## config.mk

```make
export PLATFORM = sky130hd
export DESIGN_NAME = multicycle_ctrl_flat
export DESIGN_NICKNAME = d
export VERILOG_FILES = /design/src/rtl/multicycle_ctrl_pkg.sv /design/src/rtl/multicycle_ctrl_if.sv /design/src/rtl/multicycle_ctrl_alu_decoder.sv /design/src/rtl/multicycle_ctrl.sv /design/src/flat_wrapper.sv
export SDC_FILE = /design/constraint.sdc
export NUM_CORES = 1
export LEC_CHECK = 0
export CAP_MARGIN = 20
export CORE_MARGIN = 3
export CORE_UTILIZATION = 39
export DETAILED_ROUTE_END_ITERATION = 7
export GPL_TIMING_DRIVEN = 0
export PLACE_DENSITY = 0.77
export SLEW_MARGIN = 20
export SYNTH_ARGS = -nofsm -noshare
export SYNTH_HDL_FRONTEND = slang
export SYNTH_SLANG_ARGS = --single-unit
```

## constraint.sdc

```tcl
create_clock -name clk -period 1.8 [get_ports clk]
set_input_delay 0.27 -clock clk [delete_from_list [all_inputs] [get_ports clk]]
set_output_delay 0.27 -clock clk [all_outputs]
set_load 0.02 [all_outputs]
```

## src/rtl/multicycle_ctrl_pkg.sv

```systemverilog
// Shared types and encodings for the multi-cycle RV32I control unit.
// Holds the state enum, datapath select encodings and major opcodes.
package ctrl_pkg;

    typedef enum logic [3:0] {
        S_FETCH    = 4'd0,
        S_DECODE   = 4'd1,
        S_MEMADR   = 4'd2,
        S_MEMREAD  = 4'd3,
        S_MEMWB    = 4'd4,
        S_MEMWRITE = 4'd5,
        S_EXECR    = 4'd6,
        S_EXECI    = 4'd7,
        S_ALUWB    = 4'd8,
        S_BRANCH   = 4'd9,
        S_JAL      = 4'd10,
        S_HALT     = 4'd11
    } state_t;

    localparam logic [1:0] IMM_I = 2'b00;
    localparam logic [1:0] IMM_S = 2'b01;
    localparam logic [1:0] IMM_B = 2'b10;
    localparam logic [1:0] IMM_J = 2'b11;

    localparam logic [2:0] ALU_ADD = 3'b000;
    localparam logic [2:0] ALU_SUB = 3'b001;
    localparam logic [2:0] ALU_AND = 3'b010;
    localparam logic [2:0] ALU_OR  = 3'b011;
    localparam logic [2:0] ALU_SLT = 3'b101;

    localparam logic [1:0] ALUOP_ADD   = 2'b00;
    localparam logic [1:0] ALUOP_SUB   = 2'b01;
    localparam logic [1:0] ALUOP_FUNCT = 2'b10;

    localparam logic [1:0] RES_ALUOUT    = 2'b00;
    localparam logic [1:0] RES_DATA      = 2'b01;
    localparam logic [1:0] RES_ALURESULT = 2'b10;

    localparam logic [1:0] SRCA_PC    = 2'b00;
    localparam logic [1:0] SRCA_OLDPC = 2'b01;
    localparam logic [1:0] SRCA_RS1   = 2'b10;

    localparam logic [1:0] SRCB_RS2   = 2'b00;
    localparam logic [1:0] SRCB_IMM   = 2'b01;
    localparam logic [1:0] SRCB_FOUR  = 2'b10;

    localparam logic [6:0] OP_LOAD   = 7'b0000011;
    localparam logic [6:0] OP_STORE  = 7'b0100011;
    localparam logic [6:0] OP_R      = 7'b0110011;
    localparam logic [6:0] OP_I      = 7'b0010011;
    localparam logic [6:0] OP_BRANCH = 7'b1100011;
    localparam logic [6:0] OP_JAL    = 7'b1101111;

endpackage

```

## src/rtl/multicycle_ctrl_if.sv

```systemverilog
// Controller <-> datapath/memory bundle: instruction fields and flags in,
// mux selects, write strobes, memory handshake and status out.
interface multicycle_ctrl_if;
    logic [6:0] op;
    logic [2:0] funct3;
    logic       funct7b5;
    logic       Zero;
    logic       mem_ready;
    logic       mem_req;
    logic       PCWrite;
    logic       AdrSrc;
    logic       MemWrite;
    logic       IRWrite;
    logic       RegWrite;
    logic [1:0] ResultSrc;
    logic [1:0] ALUSrcA;
    logic [1:0] ALUSrcB;
    logic [2:0] ALUControl;
    logic [1:0] ImmSrc;
    logic       illegal;
    logic [3:0] state_o;

    modport master (
        input  op, funct3, funct7b5, Zero, mem_ready,
        output mem_req, PCWrite, AdrSrc, MemWrite, IRWrite, RegWrite,
               ResultSrc, ALUSrcA, ALUSrcB, ALUControl, ImmSrc, illegal, state_o
    );

    modport slave (
        output op, funct3, funct7b5, Zero, mem_ready,
        input  mem_req, PCWrite, AdrSrc, MemWrite, IRWrite, RegWrite,
               ResultSrc, ALUSrcA, ALUSrcB, ALUControl, ImmSrc, illegal, state_o
    );
endinterface

```

## src/rtl/multicycle_ctrl_alu_decoder.sv

```systemverilog
// Combinational ALU operation decoder; flags funct3 values the ALU cannot execute.
module alu_decoder
    import ctrl_pkg::*;
(
    input  logic [1:0] ALUOp,
    input  logic [2:0] funct3,
    input  logic       funct7b5,
    input  logic       op5,
    output logic [2:0] ALUControl,
    output logic       bad_funct
);

    always_comb begin
        ALUControl = ALU_ADD;
        bad_funct  = 1'b0;
        case (ALUOp)
            ALUOP_SUB:   ALUControl = ALU_SUB;
            ALUOP_FUNCT: begin
                case (funct3)
                    3'b000:  ALUControl = (op5 & funct7b5) ? ALU_SUB : ALU_ADD;
                    3'b010:  ALUControl = ALU_SLT;
                    3'b110:  ALUControl = ALU_OR;
                    3'b111:  ALUControl = ALU_AND;
                    default: bad_funct  = 1'b1;
                endcase
            end
            default: ALUControl = ALU_ADD;
        endcase
    end

endmodule

```

## src/rtl/multicycle_ctrl.sv

```systemverilog
// Main control FSM for the multi-cycle RV32I core. Optional performance
// counters (retired_cnt, cycle_cnt) are built when CTRL_PERF_EN is defined.
//
// state    | meaning
// FETCH    | read instruction at PC, PC <= PC+4 on mem_ready
// DECODE   | register read, branch/jump target into ALUOut
// MEMADR   | rs1 + imm load/store address
// MEMREAD  | load data access
// MEMWB    | load data to register file
// MEMWRITE | store access
// EXECR    | register-register ALU op
// EXECI    | register-immediate ALU op
// ALUWB    | ALUOut to register file
// BRANCH   | compare rs1/rs2, conditional PC update
// JAL      | PC <= target, compute OldPC+4
// HALT     | illegal instruction or memory timeout, exit only by reset
module multicycle_ctrl
    import ctrl_pkg::*;
#(
    parameter int MEM_WAIT_MAX = 0
)
(
    input  logic              clk,
    input  logic              rst,
    multicycle_ctrl_if.master bus
`ifdef CTRL_PERF_EN
    ,
    output logic [31:0]       retired_cnt,
    output logic [31:0]       cycle_cnt
`endif
);

    localparam logic [31:0] WAIT_LAST = (MEM_WAIT_MAX > 0) ? 32'(MEM_WAIT_MAX - 1) : 32'd0;

    state_t      state, state_next;
    logic        req, pc_write, mem_write, ir_write, reg_write, adr_src;
    logic [1:0]  res_src, src_a, src_b, imm_src, alu_op;
    logic [2:0]  alu_control;
    logic        bad_funct;
    logic        in_mem, waiting, timeout;
    logic [31:0] wait_cnt;

    alu_decoder u_alu_decoder (
        .ALUOp      (alu_op),
        .funct3     (bus.funct3),
        .funct7b5   (bus.funct7b5),
        .op5        (bus.op[5]),
        .ALUControl (alu_control),
        .bad_funct  (bad_funct)
    );

    // Memory-wait timeout; derived from state only to keep the next-state logic loop free.
    assign in_mem  = (state == S_FETCH) || (state == S_MEMREAD) || (state == S_MEMWRITE);
    assign waiting = in_mem && !bus.mem_ready;
    assign timeout = (MEM_WAIT_MAX > 0) && waiting && (wait_cnt == WAIT_LAST);

    always_ff @(posedge clk or posedge rst) begin
        if (rst) state <= S_FETCH;
        else     state <= state_next;
    end

    always_ff @(posedge clk or posedge rst) begin
        if (rst)                                                     wait_cnt <= '0;
        else if (MEM_WAIT_MAX == 0 || !waiting || state_next != state) wait_cnt <= '0;
        else                                                         wait_cnt <= wait_cnt + 32'd1;
    end

    always_comb begin
        state_next = state;
        req        = 1'b0;
        pc_write   = 1'b0;
        mem_write  = 1'b0;
        ir_write   = 1'b0;
        reg_write  = 1'b0;
        adr_src    = 1'b0;
        res_src    = RES_ALUOUT;
        src_a      = SRCA_PC;
        src_b      = SRCB_RS2;
        imm_src    = IMM_I;
        alu_op     = ALUOP_ADD;
        case (state)
            S_FETCH: begin
                req      = 1'b1;
                src_b    = SRCB_FOUR;
                res_src  = RES_ALURESULT;
                ir_write = bus.mem_ready;
                pc_write = bus.mem_ready;
                if (bus.mem_ready) state_next = S_DECODE;
            end
            S_DECODE: begin
                src_a   = SRCA_OLDPC;
                src_b   = SRCB_IMM;
                imm_src = (bus.op == OP_JAL) ? IMM_J : IMM_B;
                case (bus.op)
                    OP_LOAD, OP_STORE: state_next = S_MEMADR;
                    OP_R:              state_next = S_EXECR;
                    OP_I:              state_next = S_EXECI;
                    OP_BRANCH:         state_next = S_BRANCH;
                    OP_JAL:            state_next = S_JAL;
                    default:           state_next = S_HALT;
                endcase
            end
            S_MEMADR: begin
                src_a      = SRCA_RS1;
                src_b      = SRCB_IMM;
                imm_src    = bus.op[5] ? IMM_S : IMM_I;
                state_next = bus.op[5] ? S_MEMWRITE : S_MEMREAD;
            end
            S_MEMREAD: begin
                req     = 1'b1;
                adr_src = 1'b1;
                if (bus.mem_ready) state_next = S_MEMWB;
            end
            S_MEMWB: begin
                res_src    = RES_DATA;
                reg_write  = 1'b1;
                state_next = S_FETCH;
            end
            S_MEMWRITE: begin
                req       = 1'b1;
                adr_src   = 1'b1;
                mem_write = bus.mem_ready;
                if (bus.mem_ready) state_next = S_FETCH;
            end
            S_EXECR: begin
                src_a      = SRCA_RS1;
                src_b      = SRCB_RS2;
                alu_op     = ALUOP_FUNCT;
                state_next = bad_funct ? S_HALT : S_ALUWB;
            end
            S_EXECI: begin
                src_a      = SRCA_RS1;
                src_b      = SRCB_IMM;
                imm_src    = IMM_I;
                alu_op     = ALUOP_FUNCT;
                state_next = bad_funct ? S_HALT : S_ALUWB;
            end
            S_ALUWB: begin
                res_src    = RES_ALUOUT;
                reg_write  = 1'b1;
                state_next = S_FETCH;
            end
            S_BRANCH: begin
                src_a   = SRCA_RS1;
                src_b   = SRCB_RS2;
                alu_op  = ALUOP_SUB;
                res_src = RES_ALUOUT;
                case (bus.funct3)
                    3'b000: begin
                        pc_write   = bus.Zero;
                        state_next = S_FETCH;
                    end
                    3'b001: begin
                        pc_write   = !bus.Zero;
                        state_next = S_FETCH;
                    end
                    default: state_next = S_HALT;
                endcase
            end
            S_JAL: begin
                src_a      = SRCA_OLDPC;
                src_b      = SRCB_FOUR;
                imm_src    = IMM_J;
                res_src    = RES_ALUOUT;
                pc_write   = 1'b1;
                state_next = S_ALUWB;
            end
            S_HALT:  state_next = S_HALT;
            default: state_next = S_HALT;
        endcase
        if (timeout) state_next = S_HALT;
    end

    // Strobes and the request are cut combinationally so a reset mid-access never leaks a write.
    assign bus.mem_req    = req & ~rst;
    assign bus.PCWrite    = pc_write & ~rst;
    assign bus.MemWrite   = mem_write & ~rst;
    assign bus.IRWrite    = ir_write & ~rst;
    assign bus.RegWrite   = reg_write & ~rst;
    assign bus.AdrSrc     = adr_src;
    assign bus.ResultSrc  = res_src;
    assign bus.ALUSrcA    = src_a;
    assign bus.ALUSrcB    = src_b;
    assign bus.ALUControl = alu_control;
    assign bus.ImmSrc     = imm_src;
    assign bus.illegal    = (state == S_HALT);
    assign bus.state_o    = state;

`ifdef CTRL_PERF_EN
    always_ff @(posedge clk or posedge rst) begin
        if (rst) begin
            cycle_cnt   <= '0;
            retired_cnt <= '0;
        end else begin
            if (state != S_HALT) cycle_cnt <= cycle_cnt + 32'd1;
            if (state_next == S_FETCH &&
                (state == S_MEMWB || state == S_MEMWRITE || state == S_ALUWB || state == S_BRANCH))
                retired_cnt <= retired_cnt + 32'd1;
        end
    end
`endif

endmodule

```

## src/flat_wrapper.sv

```systemverilog
// flat-port wrapper written by rule: the top's interface ports become plain ports
module multicycle_ctrl_flat import ctrl_pkg::*;
#(
    parameter int MEM_WAIT_MAX = 0
)
  (clk, rst, bus_op, bus_funct3, bus_funct7b5, bus_Zero, bus_mem_ready, bus_mem_req, bus_PCWrite, bus_AdrSrc, bus_MemWrite, bus_IRWrite, bus_RegWrite, bus_ResultSrc, bus_ALUSrcA, bus_ALUSrcB, bus_ALUControl, bus_ImmSrc, bus_illegal, bus_state_o);
  multicycle_ctrl_if bus_i ();
  input  logic clk;
  input  logic rst;
  input wire logic [$bits(bus_i.op)-1:0] bus_op;
  input wire logic [$bits(bus_i.funct3)-1:0] bus_funct3;
  input wire logic [$bits(bus_i.funct7b5)-1:0] bus_funct7b5;
  input wire logic [$bits(bus_i.Zero)-1:0] bus_Zero;
  input wire logic [$bits(bus_i.mem_ready)-1:0] bus_mem_ready;
  output wire logic [$bits(bus_i.mem_req)-1:0] bus_mem_req;
  output wire logic [$bits(bus_i.PCWrite)-1:0] bus_PCWrite;
  output wire logic [$bits(bus_i.AdrSrc)-1:0] bus_AdrSrc;
  output wire logic [$bits(bus_i.MemWrite)-1:0] bus_MemWrite;
  output wire logic [$bits(bus_i.IRWrite)-1:0] bus_IRWrite;
  output wire logic [$bits(bus_i.RegWrite)-1:0] bus_RegWrite;
  output wire logic [$bits(bus_i.ResultSrc)-1:0] bus_ResultSrc;
  output wire logic [$bits(bus_i.ALUSrcA)-1:0] bus_ALUSrcA;
  output wire logic [$bits(bus_i.ALUSrcB)-1:0] bus_ALUSrcB;
  output wire logic [$bits(bus_i.ALUControl)-1:0] bus_ALUControl;
  output wire logic [$bits(bus_i.ImmSrc)-1:0] bus_ImmSrc;
  output wire logic [$bits(bus_i.illegal)-1:0] bus_illegal;
  output wire logic [$bits(bus_i.state_o)-1:0] bus_state_o;
  assign bus_i.op = bus_op;
  assign bus_i.funct3 = bus_funct3;
  assign bus_i.funct7b5 = bus_funct7b5;
  assign bus_i.Zero = bus_Zero;
  assign bus_i.mem_ready = bus_mem_ready;
  assign bus_mem_req = bus_i.mem_req;
  assign bus_PCWrite = bus_i.PCWrite;
  assign bus_AdrSrc = bus_i.AdrSrc;
  assign bus_MemWrite = bus_i.MemWrite;
  assign bus_IRWrite = bus_i.IRWrite;
  assign bus_RegWrite = bus_i.RegWrite;
  assign bus_ResultSrc = bus_i.ResultSrc;
  assign bus_ALUSrcA = bus_i.ALUSrcA;
  assign bus_ALUSrcB = bus_i.ALUSrcB;
  assign bus_ALUControl = bus_i.ALUControl;
  assign bus_ImmSrc = bus_i.ImmSrc;
  assign bus_illegal = bus_i.illegal;
  assign bus_state_o = bus_i.state_o;
  multicycle_ctrl #(.MEM_WAIT_MAX(MEM_WAIT_MAX)) u_core (.clk(clk), .rst(rst), .bus(bus_i));
endmodule
```

==> impl_results.md <==
- Critical path's most frequent cell: clkinv_4
- Core Region: about 0.0016 mm²
- Hold-fix buffers, CTS: 0
- Largest net degree at the start of global routing: 11
- Largest cells by area after synthesis: dfrtp_1 (14%), nand2_1 (6.8%), nor2_1 (5.2%)
- Die W: between 40 and 50 µm
- Post-synthesis simple-gate area fraction: 39.5%
- Crit path DAT: about 1.8 ns
- Antenna violations before repair: 0
- GRT Overall Usage: around a quarter
- Post-route design area: 0.00147 mm²
- Slew margin rel.: between 40 and 50%
- XOR/XNOR share of the synthesized area: under 10%
- CP Class: reg2out
- Yosys cell types: 40
- Max reg flops: 4
- Status: finished with violations
- Clk buf depth: 2
- Cell area after synthesis: a little over 700 µm²
- Largest family of logic cells by synthesized area: simple AND/OR/NAND/NOR gates
- Largest delay share family, worst path: simple AND/OR/NAND/NOR gates
- Post-Synthesis Cells: ~110
- DR WL/cell: around 19 µm
- Startpoint types: flop
- Tcrit/Tclk final: 116%
- Routed via count: approximately 1200
- Worst-Skew Late Latency: around 0.25 ns
- Mux contribution to synthesized area: about 1.4%
- Die Ht: ~50 µm
- CTS tree: done
- Post-synth top area share: ~14%
- First-pass GRT wire length: roughly 4800 µm
- Synthesized-area fraction occupied by adder cells: between 3 and 4%
- Final setup vio count: 8
- Drt via density: between 6 and 7
- DP Area: about 0.0012 mm²
- Hold Slack: 0.396 ns
- DRT Wirelength: roughly 3600 µm
- Worst slew pin tran: slightly above 0.8 ns
- Crit end category: output pin
- I/O Buffers: 35
- VDD IR max: between 0.001 and 0.0015 V
- Worst hold path class: in2reg
- GPL Wtd Cong: 0.852
- Synthesis warning total: 0
- Slew Viols, Final: 0
- Via count of the first global-routing pass: between 1000 and 1500
- Static leakage: 0.649 nW
- Final WS setup: -0.295 ns
- Max-cap violations: 0
- Nets: between 150 and 200
- IO Pins: 37
- Sequential fraction of the synthesis area: between 10% and 20%
- Seq cells post-synth: 4
- Syn_area_per_cell: about 6.9 µm²
- Antenna diodes: 0
- Crit-path max FO: 4
- # rows: 14
- Place WS: -0.695 ns
- CTS Buf Count: 3
- Antenna-violating nets left: 0
- Final TNS setup: -1.23 ns
- CP max-delay cell: dfrtp_2
- Initial detailed-routing violation count: slightly above 70
- Final hold viol count: 0
- Total grt overflow: 0
- Starting Density: between 40 and 50%
- Clock sink count: 4
- H-tree depth: 1
- Synth-to-layout area growth: 104%
- Fill count: 70
- Initial DRT Pass Iterations: 4
- Synth area leader: dfrtp_1
- Syn Nets: 122
- Proportion of layout cells with a drive suffix above 1: between 50% and 60%
- Worst endpoint required time: 1.53 ns
- Clk pin slew, worst setup/hold paths: around 0.04 ns
- Full die area: about 0.0024 mm²
- Failing checks: negative setup slack
- Min Tclk post-route: about 2.1 ns
- Synth Area in Compound Gates: 26.1%
- Buf+Inv Stages, Crit Path: 4
- RSZ-0062 raised after global routing: yes
- Max frequency: 477 MHz
- DRC: 0
- Crit path largest cell delay: about 0.35 ns
- DP HPWL: a little under 2000 µm
- Clock Skew: just under 0.01 ns
- Cell chain of the critical path: buf_6 > clkinv_4 > or3_4 > clkinv_4 > ha_4 > nor4_4 > buf_4
- Power Density: between 1500 and 2000 mW/mm²
- Root buf cell: clkbuf_4
==> stage by stage <==
| stage | cells | power (mW) | utilization [%] |
|---|---|---|---|
| floorplan | 105 | 1.32 | - |
| global placement | 164 | 1.88 | 71.7 |
| detailed placement | 164 | 1.91 | 71.7 |
| CTS | 179 | 2.20 | 79.7 |
| global route | 191 | 2.89 | 91.0 |
| finish | 191 | 2.74 | 91.0 |
==> where the power goes <==
part | total, mW | leakage (nW) | switching (mW) | internal (mW)
combinational | 2.42 | 0.588 | 1.30 | 1.12
clock | 0.127 | 0.0150 | 0.0435 | 0.0836
sequential | 0.191 | 0.0455 | 0.0478 | 0.143
==> cells by family (layout without fill, tap and decap cells) <==
family	Yosys count	in the layout
and+or+nand+nor	50	50
AOI/OAI and AO/OA	27	27
buffers and inverters	17	79
xor gates and xnor gates	4	4
DFF	4	4
adders and majority gates	2	2
muxes	1	1
==> worst min-delay path: stages <==
cell            delay [ns]
dlymetal6s2s_1        0.15
a32oi_1               0.10
o21ai_0               0.06
==> timing repair <==
action	in CTS	in global routing
buffers inserted	11	12
resized for setup	101	35
pin swaps	7	10
setup endpoints to repair	18	16
==> placed cells by master (no fill, tap or decap), drive strengths merged, types with 2 or more instances in the layout <==
master / synthesis / routed
clkinv: 1 / 2
dfrtp: 4 / 4
dlygate4sd2: 0 / 2
a21oi: 7 / 7
nand2: 13 / 13
nand3: 3 / 3
buf: 6 / 45
dlymetal6s2s: 0 / 2
clkdlybuf4s50: 0 / 13
a31oi: 2 / 2
inv: 8 / 7
nor2: 10 / 10
o211ai: 2 / 2
nor3: 5 / 5
ha: 2 / 2
nor4: 6 / 6
a32oi: 2 / 2
clkbuf: 2 / 6
xnor2: 4 / 4
o22ai: 3 / 3
nor2b: 5 / 5
o21ai: 6 / 6
nor3b: 2 / 2
clkdlybuf4s15: 0 / 2
==> metal layers <==
metal  vias to the layer above  global-route usage [%]  part of all wire (%)
met1                       528                    29.7                    36
met4                         0                    11.4                   5.5
met3                        29                    3.98                    11
li1                        507                       -                     -
met5                         -                       0                     0
met2                       108                    44.1                    47
==> cells in the mapped netlist (all sizes together) <==
master / count
a211o: 1
a21oi: 7
a31oi: 2
a32oi: 2
and3: 1
buf: 6
clkbuf: 2
clkinv: 1
dfrtp: 4
ha: 2
inv: 8
mux2i: 1
nand2: 13
nand2b: 1
nand3: 3
nand3b: 1
nand4: 1
nor2: 10
nor2b: 5
nor3: 5
nor3b: 2
nor4: 6
o211ai: 2
o21ai: 6
o221a: 1
o22ai: 3
o31a: 1
o32ai: 1
o41ai: 1
or3: 1
or4: 1
xnor2: 4
==> path summary, 6_finish.rpt <==
check,startpoint,end,slack [ns],cells past startpoint
min reg2reg,u_core.bus.state_o[1],u_core.bus.state_o[2],0.77,3
min in group asynchronous,rst,u_core.bus.state_o[1],0.56,2
min,bus_op[4],u_core.bus.state_o[2],0.40,3
max in group asynchronous,rst,u_core.bus.state_o[2],1.05,2
max reg2reg,u_core.bus.state_o[0],u_core.bus.state_o[1],0.04,8
max,u_core.bus.state_o[2],bus_ALUControl[2],-0.29,7
==> final cells by class <==
class | instances | area, µm² | share of cell area [%]
clock buffers | 4 | 26.3 | 1.79
flip-flops and latches | 4 | 104 | 7.08
repair buffers | 58 | 502 | 34.2
multi-input cells | 84 | 682 | 46.5
well taps | 24 | 30.0 | 2.05
plain buffers | 8 | 76.3 | 5.20
inverters | 9 | 46.3 | 3.16
Power figures use the tool's default switching activity.
